### src/rtl/qerv_ibus_prefetch.sv
// Purpose : sequential instruction prefetch FIFO between the core ibus and the instruction memory.
// Latency : buffered hit 1 cycle; miss from idle = memory latency + 3 cycles.
// Backpres: core waits for o_cpu_ack; memory fetch issued only when a FIFO slot is guaranteed.
//
// Ports:
//   clk, i_rst_n                 clock (rising edge), asynchronous active-low reset
//   i_flush                      one-cycle pulse: empty FIFO, drop in-flight fetch, stop prefetch
//   i_cpu_adr/i_cpu_cyc          core fetch request (adr bits [1:0] ignored)
//   o_cpu_rdt/o_cpu_ack          instruction word and one-cycle registered acknowledge
//   o_mem_adr/o_mem_cyc          Wishbone classic fetch request, held until i_mem_ack
//   i_mem_rdt/i_mem_ack          Wishbone read data and acknowledge
module qerv_ibus_prefetch #(
   parameter int    DEPTH          = 2,
   parameter string RESET_STRATEGY = "MINI"
) (
   input  logic        clk,
   input  logic        i_rst_n,
   input  logic        i_flush,
   input  logic [31:0] i_cpu_adr,
   input  logic        i_cpu_cyc,
   output logic [31:0] o_cpu_rdt,
   output logic        o_cpu_ack,
   output logic [31:0] o_mem_adr,
   output logic        o_mem_cyc,
   input  logic [31:0] i_mem_rdt,
   input  logic        i_mem_ack
);

   localparam int PW = $clog2(DEPTH);
   localparam int CW = PW + 1;
   localparam logic [CW-1:0] DEPTH_C = CW'(DEPTH);

   // control state
   logic [PW-1:0] rd_ptr_q, rd_ptr_d;
   logic [PW-1:0] wr_ptr_q, wr_ptr_d;
   logic [CW-1:0] count_q, count_d;
   logic          mem_cyc_q, mem_cyc_d;
   logic          drop_q, drop_d;
   logic          started_q, started_d;
   logic          cpu_ack_q, cpu_ack_d;

   // data / address state
   logic [29:0]   mem_adr_q, mem_adr_d;
   logic [29:0]   nxt_adr_q, nxt_adr_d;
   logic [31:0]   cpu_rdt_q, cpu_rdt_d;
   logic [29:0]   fifo_adr_q [DEPTH];
   logic [29:0]   fifo_adr_d [DEPTH];
   logic [31:0]   fifo_dat_q [DEPTH];
   logic [31:0]   fifo_dat_d [DEPTH];

   logic req, fifo_empty, hit, mem_wait, miss, mem_done, clear, push, pop, issue_seq;

   // Word-aligned fetches only; the byte offset carries no information here.
   logic unused_adr_lsb;
   assign unused_adr_lsb = ^i_cpu_adr[1:0];

   always_comb begin
      // The ack cycle is masked: the core still holds cyc while it consumes the word.
      req        = i_cpu_cyc & ~cpu_ack_q;
      fifo_empty = (count_q == '0);
      // A flush invalidates the buffered words, so it also blocks a hit in the same cycle.
      hit        = req & ~i_flush & ~fifo_empty & (fifo_adr_q[rd_ptr_q] == i_cpu_adr[31:2]);
      // Requested word is the one already on the bus and will be kept: just wait for it.
      mem_wait   = req & fifo_empty & mem_cyc_q & ~drop_q & (mem_adr_q == i_cpu_adr[31:2]);
      miss       = req & ~hit & ~mem_wait;
      mem_done   = mem_cyc_q & i_mem_ack;
      clear      = miss | i_flush;
      push       = mem_done & ~drop_q & ~clear;
      pop        = hit;
   end

   // FIFO pointers, occupancy and storage
   always_comb begin
      rd_ptr_d   = rd_ptr_q;
      wr_ptr_d   = wr_ptr_q;
      count_d    = count_q;
      fifo_adr_d = fifo_adr_q;
      fifo_dat_d = fifo_dat_q;
      if (clear) begin
         rd_ptr_d = '0;
         wr_ptr_d = '0;
         count_d  = '0;
      end else begin
         if (push) begin
            fifo_adr_d[wr_ptr_q] = mem_adr_q;
            fifo_dat_d[wr_ptr_q] = i_mem_rdt;
            wr_ptr_d             = wr_ptr_q + PW'(1);
         end
         if (pop) begin
            rd_ptr_d = rd_ptr_q + PW'(1);
         end
         count_d = count_q + CW'(push) - CW'(pop);
      end
   end

   // Sequential prefetch: one outstanding fetch, launched only if its word will fit
   // once it returns (count_d already accounts for this cycle's push and pop).
   assign issue_seq = ~mem_cyc_q & started_q & ~drop_q & ~clear & (count_d < DEPTH_C);

   // Memory side and prefetch bookkeeping
   always_comb begin
      mem_cyc_d = mem_cyc_q;
      mem_adr_d = mem_adr_q;
      nxt_adr_d = nxt_adr_q;
      drop_d    = drop_q;
      started_d = started_q;

      if (mem_done) begin
         mem_cyc_d = 1'b0;
         drop_d    = 1'b0;
         if (push) begin
            nxt_adr_d = nxt_adr_q + 30'd1;   // wraps 0x3FFFFFFF -> 0
         end
      end

      // Wishbone classic cannot be aborted: remember to discard the outstanding word.
      // If it is acknowledged this very cycle it is simply not pushed instead.
      if (clear & mem_cyc_q & ~mem_done) begin
         drop_d = 1'b1;
      end

      if (miss) begin
         nxt_adr_d = i_cpu_adr[31:2];
         started_d = 1'b1;
      end
      if (i_flush) begin
         started_d = 1'b0;
      end

      // A miss with an idle bus fetches the requested word directly; otherwise the
      // refetch happens through the sequential path once the bus is free.
      if (miss & ~i_flush & ~mem_cyc_q) begin
         mem_cyc_d = 1'b1;
         mem_adr_d = i_cpu_adr[31:2];
      end else if (issue_seq) begin
         mem_cyc_d = 1'b1;
         mem_adr_d = nxt_adr_q;
      end
   end

   // Core side
   always_comb begin
      cpu_ack_d = hit;
      cpu_rdt_d = cpu_rdt_q;
      if (hit) begin
         cpu_rdt_d = fifo_dat_q[rd_ptr_q];
      end
   end

   always_ff @(posedge clk or negedge i_rst_n) begin
      if (!i_rst_n) begin
         rd_ptr_q  <= '0;
         wr_ptr_q  <= '0;
         count_q   <= '0;
         mem_cyc_q <= 1'b0;
         drop_q    <= 1'b0;
         started_q <= 1'b0;
         cpu_ack_q <= 1'b0;
      end else begin
         rd_ptr_q  <= rd_ptr_d;
         wr_ptr_q  <= wr_ptr_d;
         count_q   <= count_d;
         mem_cyc_q <= mem_cyc_d;
         drop_q    <= drop_d;
         started_q <= started_d;
         cpu_ack_q <= cpu_ack_d;
      end
   end

   generate
      if (RESET_STRATEGY == "NONE") begin : g_data_noreset
         always_ff @(posedge clk) begin
            mem_adr_q  <= mem_adr_d;
            nxt_adr_q  <= nxt_adr_d;
            cpu_rdt_q  <= cpu_rdt_d;
            fifo_adr_q <= fifo_adr_d;
            fifo_dat_q <= fifo_dat_d;
         end
      end else begin : g_data_reset
         always_ff @(posedge clk or negedge i_rst_n) begin
            if (!i_rst_n) begin
               mem_adr_q <= '0;
               nxt_adr_q <= '0;
               cpu_rdt_q <= '0;
               for (int i = 0; i < DEPTH; i++) begin
                  fifo_adr_q[i] <= '0;
                  fifo_dat_q[i] <= '0;
               end
            end else begin
               mem_adr_q  <= mem_adr_d;
               nxt_adr_q  <= nxt_adr_d;
               cpu_rdt_q  <= cpu_rdt_d;
               fifo_adr_q <= fifo_adr_d;
               fifo_dat_q <= fifo_dat_d;
            end
         end
      end
   endgenerate

   assign o_cpu_ack = cpu_ack_q;
   assign o_cpu_rdt = cpu_rdt_q;
   assign o_mem_cyc = mem_cyc_q;
   assign o_mem_adr = {mem_adr_q, 2'b00};

endmodule

### config.mk
export PLATFORM = sky130hd
export DESIGN_NAME = qerv_ibus_prefetch
export DESIGN_NICKNAME = d
export VERILOG_FILES = /design/src/rtl/qerv_ibus_prefetch.sv
export SDC_FILE = /design/constraint.sdc
export NUM_CORES = 1
export LEC_CHECK = 0
export CORE_AREA = 2 2 156 158
export CTS_BUF_LIST = sky130_fd_sc_hd__clkbuf_4 sky130_fd_sc_hd__clkbuf_8 sky130_fd_sc_hd__clkbuf_16
export DETAILED_ROUTE_END_ITERATION = 16
export DIE_AREA = 0 0 158 160
export PLACE_DENSITY = 0.7
export RECOVER_POWER = 100
export SLEW_MARGIN = 20
export SYNTH_ARGS = -nofsm -noshare
export SYNTH_HDL_FRONTEND = slang
export SYNTH_SLANG_ARGS = --single-unit
### constraint.sdc
create_clock -name clk -period 9.1 [get_ports clk]
set_clock_uncertainty 0.1 [all_clocks]
set_input_delay 0.91 -clock clk [delete_from_list [all_inputs] [get_ports clk]]
set_output_delay 0.91 -clock clk [all_outputs]
set_load 0.01 [all_outputs]
=== After elaboration in Yosys (flattened, before gate mapping) ===
Cells that the tools add are included.

* Register bits: 224
* Word-level logic and storage cells: 98
* Output and inout port bits: 66
* Bits of input ports: 69

* Reduce and logical (&&, ||, !) cells: 12
* Muxes and demuxes: 28
* Order comparisons: 4
* Bitwise operators: 33
* Equality and inequality tests: 2
* Add/subtract/negate cells: 5

{| class="wikitable"
|+ Operators by type and width
! kind !! number
|-
| 30-bit two-way mux || 9
|-
| 32-bit two-way mux || 4
|-
| 64-bit bitwise mux || 1
|-
| 60-bit bitwise mux || 1
|-
| 30-bit equality test || 2
|-
| 32-bit demux with 1-bit select || 1
|-
| 30-bit by 1-bit adder with 30-bit output, second input constant || 1
|-
| 30-bit demux with 1-bit select || 1
|-
| 1-bit bitwise AND || 21
|-
| 2-bit nonzero test || 7
|-
| 1-bit two-way mux || 10
|-
| 1-bit NOT || 9
|-
| 2-bit >= comparator, second input constant || 2
|-
| 1-bit NOT with 2-bit output || 2
|-
| 2-bit AND reduction || 2
|-
| 3-bit nonzero test || 1
|-
| 1-bit adder, second input constant || 2
|-
| 2-bit by 1-bit adder with 2-bit output || 1
|-
| 2-bit zero test || 1
|-
| 2-bit by 1-bit < comparator with 1-bit output, second input constant || 1
|-
| 2-bit < comparator, second input constant || 1
|-
| 2-bit two-way mux || 1
|-
| 2-bit by 1-bit subtractor with 2-bit output || 1
|-
| 1-bit logical AND || 1
|-
| 1-bit OR || 1
|}

=== Longest topological paths before layout ===
Gate-level depths: netlist (run 1).

* Depth after elaboration: 19
* Gate-level depth with buffers: 22

=== Least setup slack after synthesis (run 1) ===
OpenSTA, ideal clock, no wires.

* Path type: in2reg
* Start: input i_cpu_adr[14]
* End: register mem_adr_q[0]
* Library setup time: 0.068 ns
* Path buffers: 4
* Setup slack: 4.532 ns
* Cell stages on the path: 19
* Arrival: 4.400 ns
* Path through: xnor2_1 > or4_1 > nor4_2 > nand4_2 > and2_1 > buf_2 > buf_6 > nand2b_1 > ha_1 > inv_1 > ha_1 > xor2_1 > xnor2_1 > and3b_1 > clkbuf_1 > clkbuf_1 > nand3_1 > a22o_1 > nand3_1

* Word-level cells in the longest chain between the ends: 14

{| class="wikitable"
|+ Ends and longest elaborated chain
! element !! RTL line !! text
|-
| from (decl) || 19 || <nowiki>input logic [31:0] i_cpu_adr,</nowiki>
|-
| 30-bit equality test || 62 || <nowiki>hit = req & ~i_flush & ~fifo_empty & (fifo_adr_q[rd_ptr_q] == i_cpu_adr[31:2]);</nowiki>
|-
| 1-bit bitwise AND || 62 ||
|-
| 1-bit NOT || 65 || <nowiki>miss = req & ~hit & ~mem_wait;</nowiki>
|-
| 1-bit bitwise AND (2 in series) || 65 ||
|-
| 1-bit OR || 67 || <nowiki>clear = miss | i_flush;</nowiki>
|-
| 1-bit NOT (no source line) || -- ||
|-
| 1-bit bitwise AND || 68 || <nowiki>push = mem_done & ~drop_q & ~clear;</nowiki>
|-
| 2-bit by 1-bit adder with 2-bit output || 92 || <nowiki>count_d = count_q + CW'(push) - CW'(pop);</nowiki>
|-
| 2-bit by 1-bit subtractor with 2-bit output || 92 ||
|-
| 2-bit two-way mux || 79 || <nowiki>if (clear) begin</nowiki>
|-
| 2-bit < comparator || 98 || <nowiki>assign issue_seq = ~mem_cyc_q & started_q & ~drop_q & ~clear & (count_d < DEPTH_C);</nowiki>
|-
| 1-bit bitwise AND || 98 ||
|-
| 2-bit nonzero test (no source line) || -- ||
|-
| to (signal assigned) || 190 || <nowiki>mem_adr_q <= mem_adr_d;</nowiki>
|-
| to (decl) || 43 || <nowiki>logic [29:0] mem_adr_q, mem_adr_d;</nowiki>
|}

Several ways; a longest one is shown, not always the timed one.
A chain may end at the register's enable or synchronous reset.

=== Worst setup path after layout (run 1) ===
* Start: register rd_ptr_q
* End: register mem_adr_q[12]

* Word-level cells in the longest chain between the ends: 18

{| class="wikitable"
|+ Ends and longest elaborated chain
! element !! RTL line !! text
|-
| from (decl) || 34 || <nowiki>logic [PW-1:0] rd_ptr_q, rd_ptr_d;</nowiki>
|-
| from (signal assigned) || 160 || <nowiki>rd_ptr_q <= rd_ptr_d;</nowiki>
|-
| 1-bit NOT with 2-bit output (not written as such) (*) || 62 ||
|-
| 30-bit two-way mux (not written as such) (*) (3 in series) || 62 ||
|-
| 30-bit equality test (*) || 62 ||
|-
| 1-bit bitwise AND (*) || 62 ||
|-
| via cpu_ack_d || 40 || <nowiki>logic cpu_ack_q, cpu_ack_d;</nowiki>
|-
| 1-bit NOT || 65 ||
|-
| 1-bit bitwise AND (2 in series) || 65 ||
|-
| 1-bit OR || 67 ||
|-
| 1-bit NOT (no source line) || -- ||
|-
| 1-bit bitwise AND || 68 ||
|-
| 2-bit by 1-bit adder with 2-bit output || 92 ||
|-
| 2-bit by 1-bit subtractor with 2-bit output || 92 ||
|-
| 2-bit two-way mux || 79 ||
|-
| 2-bit < comparator || 98 ||
|-
| 1-bit bitwise AND || 98 ||
|-
| 2-bit nonzero test (no source line) || -- ||
|}

Mark *: on every way through the listed nets, which the timed path passes. The rest lies on a longest branch. The select of a mux whose other input is x is not followed.

==> results.sh, run 1 <==
export IMPL_outcome="complete, but fails checks"
export IMPL_failed_checks="capacitance limit, slew limit"
export IMPL_met2_usage=0.349
export IMPL_nNetsFinal=1144
export IMPL_rr_endpoint="mem_adr_q[12]$_DFFE_PN0P_"
export IMPL_vdd_drop_max_uv=146
export IMPL_dr_pass1_iters=5
export IMPL_clk_latency_ps=530
export IMPL_clk_path_buf_depth=3
export IMPL_r2r_start="rd_ptr_q$_DFFE_PN0P_"
export IMPL_grt_pass1_wl_mm=44.9
export IMPL_startpoint="rd_ptr_q$_DFFE_PN0P_"
export IMPL_post_dp_cell_area_mm2=0.0128
export IMPL_fin_crit_sh=0.775
export IMPL_period_minus_slack_ps=7050
export IMPL_avgSynthCellArea_um2=11.7
export IMPL_hold_viol_final=0
export IMPL_area_growth_pct=17.9
export IMPL_rrSetupSlack_ps=2050
export IMPL_async_reset_ff_frac=1.00
export IMPL_leakage_nw=5.78
export IMPL_final_cells=1416
export IMPL_drv_slew=270
export IMPL_grt_pass1_vias=7848
export IMPL_path_class="flip-flop to flip-flop"
export IMPL_worst_r2r_cell_count=18
export IMPL_endpoint="mem_adr_q[12]$_DFFE_PN0P_"
export IMPL_grt_start_max_net_pins=98
export IMPL_ys_top_cells_by_area="dfrtp_1, mux2_4, mux2_2"
export IMPL_start_util=0.476
export IMPL_vias=7948
export IMPL_cp_end_kind="flip-flop"
export IMPL_avgRoutedWirePerCell_um=19.9
export IMPL_hpwl_mm=17.7
export IMPL_drt_antenna_violating_nets=0
export IMPL_critical_path_arrival_ps=7360
export IMPL_nFillCells=2091
export IMPL_grt_usage=0.225
export IMPL_gr_total_overflow=0
export IMPL_synth_top_area_frac=0.494
export IMPL_max_cap_violations=4
export IMPL_holdBufCountCts=0
export IMPL_routed_via_density=5.61
export IMPL_post_route_cell_area_mm2=0.0134
export IMPL_grt_busiest_layer="met2"
export IMPL_placed_cells=1369
export IMPL_powerDensity_mw_per_mm2=257
export IMPL_drc=0
export IMPL_cts_buffers=25
export IMPL_globalplace_congestion=0.869
export IMPL_hold_path_class="flip-flop to flip-flop"
export IMPL_die_y_um=160
export IMPL_cts_sinks=224
export IMPL_clk_pin_slew_ps=60
export IMPL_fmax_mhz=142
export IMPL_start_kind="flip-flop"
export IMPL_initialDrtViolationCount=546
export IMPL_synth_edf_count=0
export IMPL_synthFlopType="dfrtp_1"
export IMPL_setup_violations=0
export IMPL_htree_levels=1
export IMPL_syn_area_mm2=0.0113
export IMPL_postCtsResizedCells=0
export IMPL_maxSlewHeadroom=-2.59
export IMPL_tightestPinTransition_ps=5380
export IMPL_pin_count=135
export IMPL_syn_inst=969
export IMPL_yosys_warnings=0
export IMPL_synth_largest_area_cell="dfrtp_1"
export IMPL_synth_most_common_cell="dfrtp_1"
export IMPL_total_power_w=0.00344
export IMPL_synthTopCellsByCount="dfrtp_1, nand2_1, xnor2_1, nand3_1, mux2_4"
export IMPL_dieArea_mm2=0.0253
export IMPL_ys_types=41
export IMPL_postCtsSetupBuffers=0
export IMPL_synth_seq_cells=224
export IMPL_rows=57
export IMPL_met1_usage=0.313
export IMPL_required_ps=9410
export IMPL_die_x_um=158
export IMPL_fin_tns_setup_ps=0
export IMPL_antenna_found_initial=1
export IMPL_yosysSeqAreaShare=0.494
export IMPL_root_buffer="clkbuf_16"
export IMPL_grt_util_met3=0.0594
export IMPL_drive_above_1_share=0.125
export IMPL_io_buffers=130
export IMPL_drt_wl_total_mm=28.2
export IMPL_cts_tree="done"
export IMPL_critPathMaxFanout=96
export IMPL_rsz0062_at_grt="no"
export IMPL_final_util=0.562
export IMPL_fp_coreArea_mm2=0.0238
-- cells in the final DEF (no fill, tap or decap), drive strengths merged, types with 18 or more instances in the layout --
cell type      netlist  layout
clkdlybuf4s50        0      65
nor4                18      18
mux2               145     145
o21ai               43      43
a22o                30      30
nand3               78      78
nand4               44      44
xnor2               85      85
dfrtp              224     224
clkbuf              39      40
nand2              110     110
dlygate4sd3          0      64
mux2i               63      63
-- where the power goes --
group / internal (W) / switching, W / total [W]
Combinational: 0.000460 / 0.000486 / 0.000946
Clock: 0.000611 / 0.000416 / 0.00103
Sequential: 0.00124 / 0.000226 / 0.00147
Total: 0.00231 / 0.00113 / 0.00344
-- cell families after synthesis --
logic type / Yosys count / share of synthesized area
and+or+nand+nor: 289 / 0.127
DFF: 224 / 0.494
muxes: 208 / 0.225
xor gates and xnor gates: 93 / 0.0718
AOI/OAI and AO/OA: 79 / 0.0455
buffers and inverters: 72 / 0.0334
adders and majority gates: 3 / 0.00331
other: 1 / 0.000331
-- worst min path at each step --
| stage | cells past startpoint | slack, ps | from | endpoint |
|---|---|---|---|---|
| 2_1_floorplan | 2 | 380 | started_q$_DFFE_PN0P_ | started_q$_DFFE_PN0P_ |
| 3_3_place_gp | 2 | 360 | o_cpu_rdt[26]$_DFFE_PN0P_ | o_cpu_rdt[26]$_DFFE_PN0P_ |
| 3_5_place_dp | 2 | 370 | o_cpu_rdt[0]$_DFFE_PN0P_ | o_cpu_rdt[0]$_DFFE_PN0P_ |
| 4_1_cts | 1 | 340 | i_rst_n | fifo_adr_q[44]$_DFFE_PN0P_ |
| 5_1_grt | 2 | 400 | o_cpu_rdt[2]$_DFFE_PN0P_ | o_cpu_rdt[2]$_DFFE_PN0P_ |
| 6_report | 2 | 370 | o_cpu_rdt[6]$_DFFE_PN0P_ | o_cpu_rdt[6]$_DFFE_PN0P_ |
-- layout make-up --
class	count	area, µm²	share of cell area
clock inverters	10	83.8	0.00627
well taps	324	405	0.0303
multi-input cells	674	5120	0.382
repair buffers	143	1390	0.104
flip-flops and latches	224	5610	0.419
inverters	4	15.0	0.00112
diodes	1	2.50	0.000187
clock buffers	36	764	0.0571
-- metal layers --
metal	share of wire	wire length, µm
met1	0.43	12100
met3	0.076	2130
met2	0.47	13100
met4	0.028	779
met5	0	0
-- critical path, stage by stage, from the launching register on --
cell and delay (ps):
dfrtp_1 1900, buf_4 710, mux2i_1 290, xnor2_1 210, nor4_1 100, and4_1 240
nand4_4 100, buf_4 790, inv_1 160, ha_1 330, inv_1 40, ha_1 170
xor2_1 150, xnor2_1 230, nand3b_1 600, buf_4 460, nand2_1 90, a22o_1 120
nand3_1 90
-- through the flow --
| step | hold WS [ps] | worst slack [ps] |
|---|---|---|
| final | 371 | 2050 |
| after global routing | 396 | 1440 |
| after CTS | 343 | 3090 |
| after detailed placement | 370 | 3060 |
| after global placement | 360 | 3080 |
| after floorplan | 377 | 4530 |
-- state kept, by name (all words and copies together), names as in the netlist, 2 cells and up --
name        count
nxt_adr_q      30
fifo_adr_q     60
o_cpu_rdt      32
count_q         2
fifo_dat_q     64
mem_adr_q      30
Note: power is estimated with default switching activity, not from simulation.
==> inputs of run 2 (changes only) <==
Clock period 9.1 ns to 7.29 ns, I/O delays scaled along.
==> run 2 against run 1 <==
Net effect: the flow still finishes with violations (capacitance limit, slew limit); cell area grew 0.76%; non-clock buffer count unchanged; die area did not move; global-route usage is 0.13 points lower; first-iteration DRC count decreased by 1.1%; clock power is 33% higher; fmax is 14% higher; combinational power increased by 25%; setup slack got worse by 940 ps; utilization grew 0.43 points; hold slack better by 1.2 ps; critical path type unchanged; largest power group unchanged.
==> results.sh, run 2 (synthesis results as in run 1) <==
export IMPL_antenna_found_initial=0
export IMPL_postCtsSetupBuffers=0
export IMPL_drt_wl_total_mm=27.8
export IMPL_post_route_cell_area_mm2=0.0135
export IMPL_start_util=0.476
export IMPL_root_buffer="clkbuf_16"
export IMPL_pin_count=135
export IMPL_drive_above_1_share=0.126
export IMPL_rr_endpoint="mem_adr_q[25]$_DFFE_PN0P_"
export IMPL_start_kind="flip-flop"
export IMPL_drt_antenna_violating_nets=0
export IMPL_seq_power_share=0.418
export IMPL_die_x_um=158
export IMPL_critPathMaxFanout=96
export IMPL_die_y_um=160
export IMPL_largest_reg_flops=64
export IMPL_grt_pass1_vias=7921
export IMPL_grt_usage=0.224
export IMPL_cts_tree="done"
export IMPL_switching_share=0.320
export IMPL_rrSetupSlack_ps=1110
export IMPL_antenna_cells=0
export IMPL_final_cells=1417
export IMPL_hold_viol_final=0
export IMPL_avgRoutedWirePerCell_um=19.6
export IMPL_fin_crit_sh=0.848
export IMPL_dr_pass1_iters=5
export IMPL_path_class="flip-flop to flip-flop"
export IMPL_initialDrtViolationCount=540
export IMPL_htree_levels=1
export IMPL_drv_slew=207
export IMPL_rsz0062_at_grt="no"
export IMPL_p_sw_w=0.00140
export IMPL_final_cell_mix="dfrtp_1, nand2_1, xnor2_1"
export IMPL_final_util=0.566
export IMPL_grt_start_max_net_pins=97
export IMPL_clk_path_buf_depth=3
export IMPL_fin_tns_setup_ps=0
export IMPL_max_cap_violations=4
export IMPL_regMostFlops="fifo_dat_q"
export IMPL_pwr_share_comb=0.269
export IMPL_postCtsResizedCells=0
export IMPL_maxSlewHeadroom=-2.07
export IMPL_tightestPinTransition_ps=4610
export IMPL_globalplace_congestion=0.887
export IMPL_internal_power_w=0.00298
export IMPL_area_growth_pct=18.8
export IMPL_fmax_mhz=162
export IMPL_fp_coreArea_mm2=0.0238
export IMPL_grt_pass1_wl_mm=44.5
export IMPL_startpoint="rd_ptr_q$_DFFE_PN0P_"
export IMPL_hold_path_end="o_cpu_rdt[9]$_DFFE_PN0P_"
export IMPL_leakage_nw=5.82
export IMPL_cp_end_kind="flip-flop"
export IMPL_clk_pin_slew_ps=60
export IMPL_post_dp_cell_area_mm2=0.0129
export IMPL_hpwl_mm=17.8
export IMPL_failed_checks="capacitance limit, slew limit"
export IMPL_p_clk_frac=0.313
export IMPL_nNetsFinal=1145
export IMPL_drc=0
export IMPL_holdBufCountCts=0
export IMPL_hold_slack_ps=372
export IMPL_gr_total_overflow=0
export IMPL_routed_via_density=5.59
export IMPL_hp_start="o_cpu_rdt[9]$_DFFE_PN0P_"
export IMPL_layout_commonest_cell="dfrtp_1"
export IMPL_dieArea_mm2=0.0253
export IMPL_clk_latency_ps=540
export IMPL_powerDensity_mw_per_mm2=325
export IMPL_r2r_start="rd_ptr_q$_DFFE_PN0P_"
export IMPL_io_buffers=130
export IMPL_cts_buffers=26
export IMPL_required_ps=7660
export IMPL_critical_path_arrival_ps=6550
export IMPL_outcome="complete, but fails checks"
export IMPL_placed_cells=1369
export IMPL_worst_r2r_cell_count=18
export IMPL_holdPathStages=2
export IMPL_vdd_drop_max_uv=216
export IMPL_period_minus_slack_ps=6180
export IMPL_rows=57
export IMPL_hold_path_class="flip-flop to flip-flop"
export IMPL_vias=7927
export IMPL_cts_sinks=224
export IMPL_setup_violations=0
-- run 2: changes by cell type in the layout (fill, tap and decap cells not counted), sizes merged --
cell / previous run / this run
bufinv: 1 / 2
clkinvlp: 2 / 0
clkinv: 6 / 3
buf: 10 / 8
clkbuf: 40 / 49
clkdlybuf4s50: 65 / 64
inv: 5 / 4
dlygate4sd3: 64 / 65
diode: 1 / 0
-- run 2: per-stage QoR --
| stage | setup slack (ps) | total power (W) |
|---|---|---|
| after floorplan | 2900 | 0.00268 |
| after global placement | 1510 | 0.00317 |
| after detailed placement | 1490 | 0.00321 |
| after CTS | 1600 | 0.00461 |
| after global routing | 697 | 0.00463 |
| final | 1110 | 0.00439 |
-- run 2: how the worst max path moves through the flow --
stage / to / slack (ps)
2_1_floorplan: mem_adr_q[0]$_DFFE_PN0P_ / 2900
3_3_place_gp: mem_adr_q[25]$_DFFE_PN0P_ / 1510
3_5_place_dp: mem_adr_q[28]$_DFFE_PN0P_ / 1490
4_1_cts: mem_adr_q[28]$_DFFE_PN0P_ / 1600
5_1_grt: mem_adr_q[25]$_DFFE_PN0P_ / 700
6_report: mem_adr_q[25]$_DFFE_PN0P_ / 1110
-- run 2: per-layer routing --
| layer | GRT usage | wire length [µm] | vias to the layer above |
|---|---|---|---|
| li1 | - | - | 3673 |
| met1 | 0.310 | 11900 | 3946 |
| met2 | 0.353 | 13000 | 259 |
| met3 | 0.0537 | 2120 | 49 |
| met4 | 0.0631 | 807 | 0 |
| met5 | 0 | 0 | - |
-- run 2: final cells by class --
| class | count | area [µm²] |
|---|---|---|
| Clock buffer | 43 | 847 |
| Clock inverter | 5 | 86.3 |
| Fill cell | 2105 | 10300 |
| Inverter | 4 | 15.0 |
| Multi-Input combinational cell | 674 | 5120 |
| Sequential cell | 224 | 5610 |
| Tap cell | 324 | 405 |
| Timing Repair Buffer | 143 | 1390 |
-- run 2: worst max-delay path: stages (launching register included) --
cell and delay [ps]:
dfrtp_4 760, buf_4 420, mux2i_1 300, xnor2_1 210
nor4_1 120, and4_1 240, nand4_4 90, buf_4 770
inv_1 160, ha_1 330, inv_1 40, ha_1 170
xor2_1 150, xnor2_1 230, and3b_1 580, clkbuf_1 840
nand3_1 170, a22o_1 250, nand3_1 80
-- run 2: power groups by stage --
stage	Sequential, W	Clock (W)	Combinational (W)
after floorplan	0.00182	0	0.000858
after global routing	0.00189	0.00146	0.00129
after detailed placement	0.00186	0	0.00135
final	0.00183	0.00137	0.00118
after CTS	0.00185	0.00141	0.00136
after global placement	0.00185	0	0.00132
